## src/rtl/muldiv_pkg.sv

```systemverilog
// muldiv_pkg: shared op encodings, FSM states and sizing helper for the iterative mul/div unit.
//   OP_*       : encodings of the op input (MULTU, MULT, DIVU, DIV)
//   state_t    : IDLE -> PREP -> ITER -> FIX -> IDLE
//   cnt_width  : bits needed to hold the iteration count XLEN/UNROLL
package muldiv_pkg;
    localparam logic [1:0] OP_MULTU = 2'b00;
    localparam logic [1:0] OP_MULT  = 2'b01;
    localparam logic [1:0] OP_DIVU  = 2'b10;
    localparam logic [1:0] OP_DIV   = 2'b11;

    typedef enum logic [1:0] {IDLE, PREP, ITER, FIX} state_t;

    function automatic int cnt_width(input int xlen, input int unroll);
        return $clog2(xlen / unroll + 1);
    endfunction
endpackage

```

## src/rtl/muldiv_step.sv

```systemverilog
// muldiv_step: one combinational radix-2 step of shift-add multiply or restoring divide.
//   is_div  : 1 = restoring divide step, 0 = shift-add multiply step
//   operand : multiplicand (mul) or divisor magnitude (div)
//   acc_in  : 2*XLEN accumulator; mul {partial, multiplier}, div {remainder, dividend/quotient}
//   acc_out : accumulator after one step
module muldiv_step #(
    parameter int XLEN = 32
) (
    input  logic                is_div,
    input  logic [XLEN-1:0]     operand,
    input  logic [2*XLEN-1:0]   acc_in,
    output logic [2*XLEN-1:0]   acc_out
);
    logic [XLEN:0] sum;
    logic [XLEN:0] part;
    logic [XLEN:0] diff;

    // Multiply: add multiplicand into the upper half when the low bit is set,
    // keeping the carry, then shift right.  Divide: shift the next dividend bit
    // into the remainder and subtract the divisor, restoring on borrow; the
    // quotient bit enters at the bottom as the dividend drains out the top.
    always_comb begin
        sum     = {1'b0, acc_in[2*XLEN-1:XLEN]} + {1'b0, operand};
        part    = acc_in[2*XLEN-1:XLEN-1];
        diff    = part - {1'b0, operand};
        acc_out = is_div ? (diff[XLEN] ? {part[XLEN-1:0], acc_in[XLEN-2:0], 1'b0}
                                       : {diff[XLEN-1:0], acc_in[XLEN-2:0], 1'b1})
                         : (acc_in[0] ? {sum, acc_in[XLEN-1:1]}
                                      : {1'b0, acc_in[2*XLEN-1:1]});
    end
endmodule

```

## src/rtl/muldiv_unit.sv

```systemverilog
// muldiv_unit: iterative MULT/MULTU/DIV/DIVU engine with HI/LO registers.
//   clk, reset       : clock, synchronous active-low reset
//   start, op, a, b  : issue request (sampled in IDLE), op code, rs and rt operands
//   flush            : cancel any in-flight operation
//   hi_we, lo_we     : MTHI/MTLO writes of wdata; cancel any in-flight operation
//   busy             : state is not IDLE
//   done             : one-cycle pulse when hi/lo take a mul/div result
//   hi, lo           : HI/LO result registers
module muldiv_unit
    import muldiv_pkg::*;
#(
    parameter int XLEN   = 32,
    parameter int UNROLL = 1
) (
    input  logic            clk,
    input  logic            reset,
    input  logic            start,
    input  logic [1:0]      op,
    input  logic [XLEN-1:0] a,
    input  logic [XLEN-1:0] b,
    input  logic            flush,
    input  logic            hi_we,
    input  logic            lo_we,
    input  logic [XLEN-1:0] wdata,
    output logic            busy,
    output logic            done,
    output logic [XLEN-1:0] hi,
    output logic [XLEN-1:0] lo
);
    localparam int             CW    = cnt_width(XLEN, UNROLL);
    localparam logic [CW-1:0]  ITERS = CW'(XLEN / UNROLL);

    state_t             state;
    logic [1:0]         op_r;
    logic [XLEN-1:0]    a_r;
    logic [XLEN-1:0]    b_r;
    logic [XLEN-1:0]    operand;
    logic [2*XLEN-1:0]  acc;
    logic [CW-1:0]      cnt;
    logic               neg_q;
    logic               neg_r;
    logic               is_div;
    logic               sgn;
    logic               cancel;
    logic [XLEN-1:0]    mag_a;
    logic [XLEN-1:0]    mag_b;
    logic [2*XLEN-1:0]  prod;
    logic [XLEN-1:0]    res_hi;
    logic [XLEN-1:0]    res_lo;
    logic [2*XLEN-1:0]  chain [UNROLL+1];

    // The accumulator ends up as {hi, lo} for both mul and div; only the sign
    // fix differs (whole 2*XLEN negate vs. independent quotient/remainder).
    always_comb begin
        is_div = op_r[1];
        sgn    = op_r[0];
        cancel = flush | hi_we | lo_we;
        mag_a  = (sgn && a_r[XLEN-1]) ? -a_r : a_r;
        mag_b  = (sgn && b_r[XLEN-1]) ? -b_r : b_r;
        prod   = neg_q ? -acc : acc;
        res_hi = is_div ? (neg_r ? -acc[2*XLEN-1:XLEN] : acc[2*XLEN-1:XLEN]) : prod[2*XLEN-1:XLEN];
        res_lo = is_div ? (neg_q ? -acc[XLEN-1:0] : acc[XLEN-1:0]) : prod[XLEN-1:0];
    end

    assign chain[0] = acc;

    for (genvar i = 0; i < UNROLL; i++) begin : g_step
        muldiv_step #(.XLEN(XLEN)) u_step (
            .is_div (is_div),
            .operand(operand),
            .acc_in (chain[i]),
            .acc_out(chain[i+1])
        );
    end

    always_ff @(posedge clk) begin
        if (!reset) begin
            state <= IDLE;
            busy  <= 1'b0;
            done  <= 1'b0;
            hi    <= '0;
            lo    <= '0;
        end else begin
            done <= 1'b0;
            if (hi_we) hi <= wdata;
            if (lo_we) lo <= wdata;
            if (cancel) begin
                state <= IDLE;
                busy  <= 1'b0;
            end else begin
                case (state)
                    IDLE: if (start) begin
                        a_r   <= a;
                        b_r   <= b;
                        op_r  <= op;
                        busy  <= 1'b1;
                        state <= PREP;
                    end
                    PREP: begin
                        cnt   <= ITERS;
                        neg_q <= sgn & (a_r[XLEN-1] ^ b_r[XLEN-1]);
                        neg_r <= sgn & a_r[XLEN-1];
                        if (is_div && b_r == '0) begin
                            // Divide-by-zero result is produced directly, unsigned.
                            acc   <= {a_r, {XLEN{1'b1}}};
                            neg_q <= 1'b0;
                            neg_r <= 1'b0;
                            state <= FIX;
                        end else begin
                            acc     <= {{XLEN{1'b0}}, is_div ? mag_a : mag_b};
                            operand <= is_div ? mag_b : mag_a;
                            state   <= ITER;
                        end
                    end
                    ITER: begin
                        acc <= chain[UNROLL];
                        cnt <= cnt - 1'b1;
                        if (cnt == CW'(1)) state <= FIX;
                    end
                    FIX: begin
                        hi    <= res_hi;
                        lo    <= res_lo;
                        done  <= 1'b1;
                        busy  <= 1'b0;
                        state <= IDLE;
                    end
                    default: state <= IDLE;
                endcase
            end
        end
    end
endmodule

```

## config.mk

```make
export PLATFORM = sky130hd
export DESIGN_NAME = muldiv_unit
export DESIGN_NICKNAME = d
export VERILOG_FILES = /design/src/rtl/muldiv_pkg.sv /design/src/rtl/muldiv_step.sv /design/src/rtl/muldiv_unit.sv
export SDC_FILE = /design/constraint.sdc
export NUM_CORES = 1
export LEC_CHECK = 0
export CAP_MARGIN = 0
export CORE_MARGIN = 3
export CORE_UTILIZATION = 55
export CTS_BUF_LIST = sky130_fd_sc_hd__clkbuf_8
export CTS_CLUSTER_SIZE = 14
export DETAILED_ROUTE_END_ITERATION = 10
export PLACE_DENSITY = 0.76
export SYNTH_ARGS = -nofsm -noshare
export SYNTH_HDL_FRONTEND = slang
export SYNTH_SLANG_ARGS = --single-unit
```

## constraint.sdc

```tcl
create_clock -name clk -period 6.3 [get_ports clk]
set_clock_uncertainty 0.2 [all_clocks]
set_input_delay 0.945 -clock clk [delete_from_list [all_inputs] [get_ports clk]]
set_output_delay 0.945 -clock clk [all_outputs]
set_load 0.1 [all_outputs]
```

---- Word level (Yosys, flattened, before mapping) ----
Index checks and enable logic that the tools add are counted.
word-level totals
  register bits after elaboration ......... 238
  input bits .............................. 104
  output and inout bits ................... 66
  logic and storage cells ................. 77
operators by class
  add/subtract/negate cells ............... 8
  equal/unequal tests ..................... 6
  multiplexer cells ....................... 28
  bitwise gates (word level) .............. 8
  reduce and logical (&&, ||, !) cells .... 14
operator list
  operator                                                               count
  32-bit two-way mux                                                     14
  64-bit two-way mux                                                     5
  32-bit negation                                                        4
  64-bit case mux with 2 select lines                                    1
  64-bit negation                                                        1
  32-bit by 32-bit adder with 33-bit output                              1
  33-bit by 32-bit subtractor with 33-bit output                         1
  32-bit zero test                                                       1
  6-bit case mux with 2 select lines                                     1
  2-bit case mux with 4 select lines                                     1
  4-bit AND reduction                                                    2
  6-bit by 1-bit equality test with 1-bit output, second input constant  1
  3-bit AND reduction                                                    2
  6-bit by 1-bit subtractor with 6-bit output, second input constant     1
  2-bit equality test, second input constant                             2
  2-bit two-way mux                                                      2
  2-bit inequality test, second input constant                           2
  2-bit AND reduction                                                    2
  2-bit nonzero test                                                     2
  1-bit logical AND                                                      3
  1-bit two-way mux                                                      3
  1-bit inverter                                                         3
  1-bit AND                                                              2
  2-bit by 1-bit equality test with 1-bit output, second input constant  1
  other kinds (5)                                                        6

---- Depth between registers and ports, before layout ----
Gate-level depths: netlist of the first run.
  depth after elaboration ................. 5
  mapped depth ............................ 15
  gate-level depth less buffers ........... 13

---- By module ----
From an unflattened synthesis of the first run, not the netlist that was laid out.
unflattened totals
  cell total of the unflattened synthesis .. 2,021
  area total of the unflattened synthesis .. 18,047.3 µm²
modules (own cells, without submodules)
  module       instances  cells each  area each (µm²)  sequential area each (µm²)
  muldiv_unit  1          1,340       13,217.7         6,466.2
  muldiv_step  1          681         4,829.6          0.0

---- Worst setup path before layout of the first run ----
OpenSTA, ideal clock, no wires.
  path type ............................... input-to-reg
  from .................................... input port hi_we
  to ...................................... register a_r[0] (enable)
  setup time .............................. 490 ps
  arrival time ............................ 4,409 ps
  data required time ...................... 5,610 ps
  path slack .............................. 1,201 ps
  stages .................................. 4
  path buffers ............................ 1
  cell sequence ........................... clkbuf_1 > nor3_1 > nand2_1 > nor2_1
between the ends
  cells in the longest elaborated chain, start to end .. 4
RTL lines
  element                        RTL line           source
  start: declaration             muldiv_unit.sv:22  input logic hi_we,
  1-bit OR (2 in a row)          muldiv_unit.sv:57  cancel = flush | hi_we | lo_we;
  1-bit inverter (no line)       --
  4-bit AND reduction (no line)  --
  end signal: assignment         muldiv_unit.sv:93  a_r <= a;
  end: declaration               muldiv_unit.sv:35  logic [XLEN-1:0] a_r;
Every way passes these cells.
A chain may end at the register's enable or synchronous reset.

---- Worst setup path after layout of the first run ----
  from .................................... register acc[32]
  to ...................................... register acc[63] (data pin)
between the ends
  cells in the longest elaborated chain, start to end .. 4
  elaborated cells between the ends (all ways) .. 6
  classes of those cells .................. add/sub (2); mux (4)
RTL lines
  element                                                                                                      RTL line                              source
  start: declaration                                                                                           muldiv_unit.sv:38                     logic [2*XLEN-1:0] acc;
  start signal: assignment                                                                                     muldiv_unit.sv:105                    acc <= {a_r, {XLEN{1'b1}}};
  start signal: assignment                                                                                     muldiv_unit.sv:110                    acc <= {{XLEN{1'b0}}, is_div ? mag_a : mag_b};
  start signal: assignment                                                                                     muldiv_unit.sv:116                    acc <= chain[UNROLL];
  33-bit by 32-bit subtractor with 33-bit output or 32-bit by 32-bit adder with 33-bit output (tied branches)  muldiv_step.sv:25, muldiv_step.sv:23
  64-bit two-way mux (on tied branches)                                                                        muldiv_step.sv:26, muldiv_step.sv:28
  64-bit two-way mux (*)                                                                                       muldiv_step.sv:26                     acc_out = is_div ? (diff[XLEN] ? {part[XLEN-1:0], acc_in[XLEN-2:0], 1'b0}
  64-bit case mux with 2 select lines (*)                                                                      muldiv_unit.sv:91                     case (state)
Every way passes the cells marked *; elsewhere a longest branch is shown, timed or not.

==> out/results.ini, run 1 <==
[synth]
yosys.area_share.simple_pct=14.4
async_reset_ff_share_pct=0
ys_top_cells_by_area=edfxtp_1, mux2i_1, dfxtp_1, ha_1, xnor2_1
yosysWarnings=0
yosysUniqueCellTypes=79
synth-compound-area-share_pct=19.8
ys_top_cells_by_count=nand2_1, edfxtp_1, mux2i_1
synth_top_area_cell=edfxtp_1
synth_top_area_share_pct=29.5
syn_area_per_cell_um2=9.32
synthXorXnorAreaFrac_pct=8.61
synth_edf_count=170
synthMuxAreaShare_pct=10.6
syn_inst=1856
yosysMostFrequentCell=nand2_1
syn_nets=2036
syn_area_um2=17300
seq_area_frac_synth_pct=37.4
synth.ff_latch_count=238
synth_top_family_by_area=compound AO/OA/AOI/OAI gates
ys.flop_type=edfxtp_1
synthAdderAreaFrac_pct=5.58

[worst_setup_path]
worstSetupEndpointType=register
path_class=reg2reg
startpoint_type=register
required_ns=6.39
cp_data_arrival_time_ns=4.73
reg2reg_slack_ns=1.66
crit_path_max_fanout=7

[global_route]
grt_max_degree=121
top_usage_layer=met2
grt_usage_pct=33.6
grt_pass1_wl_um=87500
grt.met2_usage_pct=53.1
grtUsageMet1_pct=46.6
grt_pass1_vias=14800
grt_overflow=0
antenna_found_initial=0
grt_use_met3_pct=5.87

[sta]
fin_setup_tns_ns=0
period_needed_ns=4.64
timing.fmax_mhz=216
tightest_slew_ns=1.17
finalSetupViolations=0
rsz0062_at_grt=false
maxSlewViolCount=0
hold_viol_final=0
fin_crit_sh_pct=73.6
timing.hold.ws_ns=0.315
max_slew_margin_pct=22.0

[detailed_routing]
vias=15400
viasPerCell=6.38
drtIter0Drc=1805
drc=0
avgRoutedWirePerCell_um=23.8
drt_pass1_iterations=6
antenna_left=0
wl_um=57400

[cts]
cts_htree_levels=2
cts_tree=yes
cts.sinks=238
cts_resized=0
cts_buffers=44
clock_latency_ns=0.56
cts_setup_buffers=0
postCtsHoldBufs=0
cts.clk_slew.worst_paths_ns=0.06
clockBufferDepth=3
root_buffer=clkbuf_8

[power]
ir_drop_v=0.000278
power_density_nw_per_um2=179
p_leak_nw=8.69

[placed_design]
dp_cells=2336
dp_hpwl_um=43400
gp_congestion=0.985
port_buffers=169
place_area_um2=19200

[floorplan]
start_util_pct=56.1
die_height_um=183
ios=170
die-area_um2=33600
rows=64
dieWidth_um=183
core-area_um2=30800

[final_layout]
diodes=0
finish.utilization_pct=65.1
fin_area_um2=20100
area_growth_pct=16.1
nets=2166
drive_gt1_share_pct=5.94
fin_cells=2417
fillers=2552

[job]
max_cap_violations=0

[status]
status=finished, final reports clean

[min_path]
min_path_type=reg2reg

==> routing by layer <==
layer | vias up | share of wire [%]
li1 | 7155 | -
met1 | 7368 | 42
met2 | 779 | 46
met3 | 129 | 8.8
met4 | 0 | 4.0
met5 | - | 0
==> worst max-delay path, cell delays in order (launching register included) <==
cell       delay (ns)
edfxtp_1         0.52
ha_1             0.31
fa_1             0.43
a211oi_1         0.35
o21ai_0          0.26
a2111oi_2        0.46
o31ai_1          0.17
a31oi_1          0.51
o21ai_1          0.24
a31oi_1          0.32
o21ai_0          0.23
a41oi_1          0.27
o32ai_1          0.10
==> area by class of cell <==
class                      instances  area, um^2  share of cell area [%]
sequential                       238        6470                    32.2
clock buffer                      44         606                    3.02
multi-input combinational       1453       10200                    50.9
tap                              396         495                    2.47
clock inverter                    37         224                    1.12
timing repair buffer             188        1830                    9.12
inverter                          61         229                    1.14
==> flip-flops by register name, indices dropped and copies added (netlist names) <==
name and count:
busy 1, done 1, neg_q 1, state 2, lo 32, op_r 2, neg_r 1, operand 32
hi 32, a_r 32, cnt 6, acc 64, b_r 32
==> final timing paths <==
kind,end,cells after the start,start
setup reg to reg,acc[63]$_DFFE_PP_,12,acc[32]$_DFFE_PP_
setup / recovery,acc[63]$_DFFE_PP_,12,acc[32]$_DFFE_PP_
hold / removal,busy$_SDFFE_PN0P_,2,busy$_SDFFE_PN0P_
hold reg to reg,busy$_SDFFE_PN0P_,2,busy$_SDFFE_PN0P_
==> stage by stage <==
step,setup WS [ns],power [W]
final,1.66,0.00359
after CTS,1.69,0.00360
after global routing,1.26,0.00370
after global placement,1.82,0.00218
after detailed placement,1.71,0.00219
after floorplan,1.20,0.00203
==> cell usage in the layout (no fill, tap or decap), drive strengths merged, types with 12 or more instances in the layout <==
cell and n:
and3 20, a211oi 15, a21oi 143, or3 12, o211ai 15, buf 22, a22oi 13, o211a 57
a31oi 17, clkdlybuf4s50 166, nor2b 14, nor2 111, edfxtp 170, nor3 47, clkbuf 44, nand4 12
nand3 25, o31ai 23, o41ai 12, mux2i 169, nor4 17, o21ai 102, nand2b 16, inv 75
ha 74, dfxtp 68, clkinv 19, xnor2 96, xor2 74, nand2 199, a21o 41
==> cells by family (layout without fill, tap and decap cells) <==
logic type / Yosys count / in the layout
buffers and inverters: 165 / 330
AOI/OAI and AO/OA: 508 / 508
adders and majority gates: 76 / 76
xor gates and xnor gates: 170 / 170
DFF: 238 / 238
muxes: 180 / 180
and+or+nand+nor: 519 / 519
==> power breakdown <==
group	internal (W)	total [W]	switching, W
registers	0.00170	0.00172	0.0000216
logic	0.000155	0.000437	0.000282
clock network	0.000741	0.00143	0.000692
(Power assumes the default switching activity.)
==> inputs of run 2 (changes only) <==
- CORE_UTILIZATION: 55 -> 54
- PLACE_DENSITY: 0.76 -> 0.78
- clock period: 6.3 -> 3.85 ns (I/O delays scaled with it)
==> out/results.ini, run 2 (same netlist as run 1, synthesis figures left out) <==
[status]
status=finished, final reports clean

[global_route]
grt_pass1_vias=15500  ; +4.3%
grt_overflow=0  ; unchanged
grt_usage_pct=33.7  ; +0.13 points
grt_pass1_wl_um=88700  ; +1.4%
antenna_found_initial=0  ; unchanged
grt_max_degree=121  ; unchanged

[sta]
timing.hold.ws_ns=0.109  ; -0.207 ns
finalSetupViolations=0  ; unchanged
timing.fmax_mhz=267  ; +24%
tightest_slew_ns=1.16  ; -0.00537 ns
fin_crit_sh_pct=97.2  ; +24 points
max_slew_margin_pct=22.4  ; +0.36 points
rsz0062_at_grt=false
hold_viol_final=0  ; unchanged
period_needed_ns=3.74  ; -0.896 ns
maxSlewViolCount=0  ; unchanged

[final_layout]
drive_gt1_share_pct=11.5  ; +5.5 points
regArea_um2=6470  ; unchanged
largest_reg_flops=64  ; unchanged
final_cell_mix=nand2_1, edfxtp_1, mux2i_1
fin_cells=2517  ; +4.1%
regMostFlops=acc
area_growth_pct=21.9
final_common_cell=nand2_1
nets=2270  ; +4.8%
diodes=0  ; unchanged
fillers=2469  ; -3.3%
multi_input_area_um2=10400  ; +1.3%

[cts]
postCtsHoldBufs=0  ; unchanged
cts_buffers=41  ; -6.8%
root_buffer=clkbuf_8
clockBufferDepth=3  ; unchanged
cts.sinks=238  ; unchanged
cts.clk_slew.worst_paths_ns=0.07  ; about the same
cts_tree=yes
clock_latency_ns=0.57  ; about the same
cts_htree_levels=2  ; unchanged

[floorplan]
start_util_pct=55.7  ; -0.43 points
dieWidth_um=185  ; +0.89%
ios=170  ; unchanged
die_height_um=185  ; +0.89%
rows=64  ; unchanged
core-area_um2=31100  ; +0.78%
die-area_um2=34200  ; +1.8%

[worst_setup_path]
crit_start=acc[32]$_DFFE_PP_
cp_data_arrival_time_ns=3.85  ; -0.88 ns
crit_path_max_fanout=7  ; unchanged
crit_chain=buf_4 > inv_1 > fa_1 > nand2b_4 > a21oi_4 > o21ai_2 > a211oi_2 > buf_4 > o21bai_2 > a211o_1 > nand3_4 > buf_12 > mux2i_2 > a21oi_1 > a31o_2
required_ns=3.96  ; -2.43 ns
cpLargestDelayFamily=compound AO/OA/AOI/OAI gates
slowest_stage=fa_1
path_class=reg2reg
worstSetupEndpointType=register
slowest_delay_ns=0.46  ; -0.06 ns
startpoint_type=register
reg2reg_from=acc[32]$_DFFE_PP_
cp_num_buf_inv=4  ; +4
crit_path_frequent_cell=buf_4

[power]
switching_power_w=0.00157  ; +58%
fin_total_pwr_w=0.00582  ; +62%
pwr-share-comb_pct=12.4  ; +0.2 points
p_int_w=0.00425  ; +64%
p_seq_share_pct=48.3  ; +0.4 points
power_frac_clock_pct=39.3  ; -0.6 points
p_leak_nw=9.24  ; +6.4%
power_density_nw_per_um2=276  ; +54%
ir_drop_v=0.000294  ; +5.5%
sw_frac_of_total_pct=27.0  ; -0.70 points

[min_path]
min-delay-start=reset
min_path_type=in2reg

[detailed_routing]
wl_um=59400  ; +3.6%
avgRoutedWirePerCell_um=23.6  ; -0.56%
drt_pass1_iterations=5  ; -1
viasPerCell=6.37  ; -0.16%
drtIter0Drc=1880  ; +4.2%
vias=16000  ; +4.0%
drc=0  ; unchanged
antenna_left=0  ; unchanged

[placed_design]
port_buffers=169  ; unchanged
dp_cells=2440  ; +4.5%
gp_congestion=0.994  ; +0.91%
dp_hpwl_um=45500  ; +4.9%

[job]
max_cap_violations=0  ; unchanged

run 2: metrics by stage:
step	TNS, ns	cell area [um^2]	worst slack, ns	utilization, %
floorplan	0	17300	0.0549	-
global placement	-0.367	20100	-0.177	64.7
finish	0	21100	0.110	67.9
CTS	0	20900	0.00743	67.3
global route	0	21100	0.0226	67.9
detailed placement	-0.860	20100	-0.265	64.7
run 2: repair_timing:
item / CTS / global route
buffers inserted: 0 / 2
gates cloned: 0 / 1
pin swaps: 2 / 5
gates resized for setup: 5 / 26
endpoints found under the setup margin: 10 / 30
run 2: path summary, 6_finish.rpt:
check | to | slack [ns] | cells past startpoint
max | acc[39]$_DFFE_PP_ | 0.11 | 15
min | lo[27]$_SDFF_PN0_ | 0.11 | 2
max reg2reg | acc[39]$_DFFE_PP_ | 0.11 | 15
min reg2reg | busy$_SDFFE_PN0P_ | 0.31 | 2
run 2: layout make-up:
| type | instances | share of cell area (%) |
|---|---|---|
| timing repair buffer | 295 | 13.0 |
| tap | 396 | 2.35 |
| clock buffer | 45 | 2.94 |
| clock inverter | 29 | 0.831 |
| multi-input combinational | 1453 | 49.1 |
| inverter | 61 | 1.09 |
| sequential | 238 | 30.7 |
run 2: power by group through the flow:
stage / Combinational, W / Sequential (W) / Clock, W
2_1_floorplan: 0.000182 / 0.00314 / 0
4_1_cts: 0.000719 / 0.00281 / 0.00231
3_5_place_dp: 0.000716 / 0.00287 / 0
5_1_grt: 0.000751 / 0.00282 / 0.00244
3_3_place_gp: 0.000710 / 0.00286 / 0
6_report: 0.000723 / 0.00281 / 0.00228
run 2: per-layer routing:
layer | track usage, % | vias up | share of wire, % | wire [um]
li1 | - | 7364 | - | -
met1 | 46.2 | 7708 | 41 | 24600
met2 | 53.4 | 807 | 45 | 26900
met3 | 5.77 | 164 | 8.8 | 5220
met4 | 13.5 | 0 | 4.6 | 2740
met5 | 0 | - | 0 | 0
==> inputs of run 3 (changes only) <==
- GPL_ROUTABILITY_DRIVEN: not set -> 0
- SKIP_LAST_GASP: not set -> 1
==> out/results.ini, run 3 (same netlist as run 1, synthesis figures left out) <==
[job]
max_cap_violations=0  ; unchanged

[detailed_routing]
viasPerCell=6.44  ; +1.0%
wl_um=56800  ; -4.5%
drc=0  ; unchanged
drtIter0Drc=2039  ; +8.5%
drt_pass1_iterations=7  ; +2
antenna_left=0  ; unchanged
vias=16100  ; +0.36%
avgRoutedWirePerCell_um=22.7  ; -3.8%

[worst_setup_path]
crit_path_max_fanout=4  ; -3
cp_data_arrival_time_ns=4.04  ; +0.19 ns
startpoint_type=register
path_class=reg2reg
required_ns=4.04  ; +0.08 ns
worstSetupEndpointType=register

[placed_design]
dp_cells=2412  ; -1.1%
dp_hpwl_um=42600  ; -6.3%
port_buffers=169  ; unchanged
post-place-ws_ns=-0.141  ; +0.124 ns

[status]
violations=negative setup slack
status=finished with violations

[final_layout]
diodes=0  ; unchanged
final_common_cell=nand2_1
largest_reg_flops=64  ; unchanged
drive_gt1_share_pct=10.3  ; -1.2 points
regMostFlops=acc
final_cell_mix=nand2_1, edfxtp_1, mux2i_1
area_growth_pct=21.2
nets=2250  ; -0.88%
fin_cells=2500  ; -0.68%

[sta]
timing.fmax_mhz=259  ; -3.0%
setup_slack_ns=-0.00699  ; -0.116 ns
maxSlewViolCount=0  ; unchanged
period_needed_ns=3.86  ; +0.116 ns
tightest_slew_ns=1.18  ; +0.0185 ns
rsz0062_at_grt=true
fin_crit_sh_pct=100  ; +3.0 points
hold_viol_final=0  ; unchanged
max_slew_margin_pct=21.2  ; -1.2 points
finalSetupViolations=2  ; +2

[floorplan]
die-area_um2=34200  ; unchanged
start_util_pct=55.7  ; unchanged
die_height_um=185  ; unchanged
dieWidth_um=185  ; unchanged
ios=170  ; unchanged
rows=64  ; unchanged
core-area_um2=31100  ; unchanged

[global_route]
grt_pass1_vias=15400  ; -0.45%
grt_usage_pct=31.8  ; -1.9 points
grt_max_degree=121  ; unchanged
antenna_found_initial=0  ; unchanged
grt_pass1_wl_um=85400  ; -3.7%
grt_overflow=0  ; unchanged

[cts]
cts.sinks=238  ; unchanged
cts_htree_levels=2  ; unchanged
cts_tree=yes
clockBufferDepth=3  ; unchanged
clock_latency_ns=0.57  ; about the same
postCtsHoldBufs=0  ; unchanged
root_buffer=clkbuf_8
cts.clk_slew.worst_paths_ns=0.07  ; about the same
cts_buffers=43  ; +4.9%

[power]
p_leak_nw=9.18  ; -0.67%
fin_total_pwr_w=0.00621  ; +6.7%
power_density_nw_per_um2=296  ; +7.3%
ir_drop_v=0.000331  ; +13%

[min_path]
min_path_type=in2reg

[run 3: cell count changes in the layout (fill, tap and decap cells not counted), sizes merged]
| cell | change |
|---|---|
| clkbuf | +1 |
| bufinv | +4 |
| inv | +2 |
| clkinvlp | +1 |
| clkinv | -3 |
| buf | -22 |
[run 3: final timing paths]
| path | from | to | slack [ns] | cells after the start |
|---|---|---|---|---|
| max | operand[0]$_DFFE_PP_ | acc[57]$_DFFE_PP_ | -0.007 | 15 |
| min | reset | lo[28]$_SDFF_PN0_ | 0.12 | 2 |
| max reg2reg | operand[0]$_DFFE_PP_ | acc[57]$_DFFE_PP_ | -0.007 | 15 |
| min reg2reg | busy$_SDFFE_PN0P_ | busy$_SDFFE_PN0P_ | 0.29 | 2 |
[run 3: worst max-delay path, cell delays in order (launching register included)]
cell and delay (ns):
edfxtp_1 0.42, ha_1 0.25, fa_1 0.45, a211oi_4 0.32
o21ai_2 0.12, a2111oi_2 0.33, buf_4 0.19, o31ai_1 0.09
a31oi_1 0.20, buf_4 0.16, o21ai_1 0.11, buf_4 0.16
a31oi_1 0.22, xnor2_1 0.14, nand2_1 0.09, a211oi_1 0.22
[run 3: repair_timing]
item | in CTS | in global routing
gates cloned | 0 | 1
pin swaps | 1 | 5
setup endpoints to repair | 8 | 29
resized for setup | 2 | 16
setup buffers | 1 | 7
[run 3: through the flow]
step           hold WS, ns  TNS [ns]  area [um^2]  utilization [%]
2_1_floorplan        0.324         0        17300                -
3_3_place_gp         0.270   -0.0143        19900             63.9
3_5_place_dp         0.279    -0.530        19900             63.9
4_1_cts              0.119         0        20800             67.0
5_1_grt              0.117    -0.813        21000             67.5
6_report             0.124   -0.0111        21000             67.5
[run 3: power by group]
| group | switching [W] | total (W) | internal, W |
|---|---|---|---|
| registers | 0.0000371 | 0.00282 | 0.00278 |
| clock network | 0.00116 | 0.00268 | 0.00152 |
| logic | 0.000462 | 0.000719 | 0.000256 |
[run 3: area by class of cell]
cell class	instances	area [um^2]
fillers	2421	10100
repair buffers	273	2560
flip-flops and latches	238	6470
clock inverters	33	309
inverters	61	229
well taps	396	495
clock buffers	46	633
multi-input cells	1453	10300
[run 3: layer usage]
| layer | wire [um] | track usage, % | vias to the layer above |
|---|---|---|---|
| met5 | 0 | 0 | - |
| met4 | 2920 | 15.1 | 0 |
| met3 | 6130 | 6.64 | 182 |
| met2 | 25200 | 49.5 | 988 |
| met1 | 22500 | 42.7 | 7581 |
| li1 | - | - | 7349 |
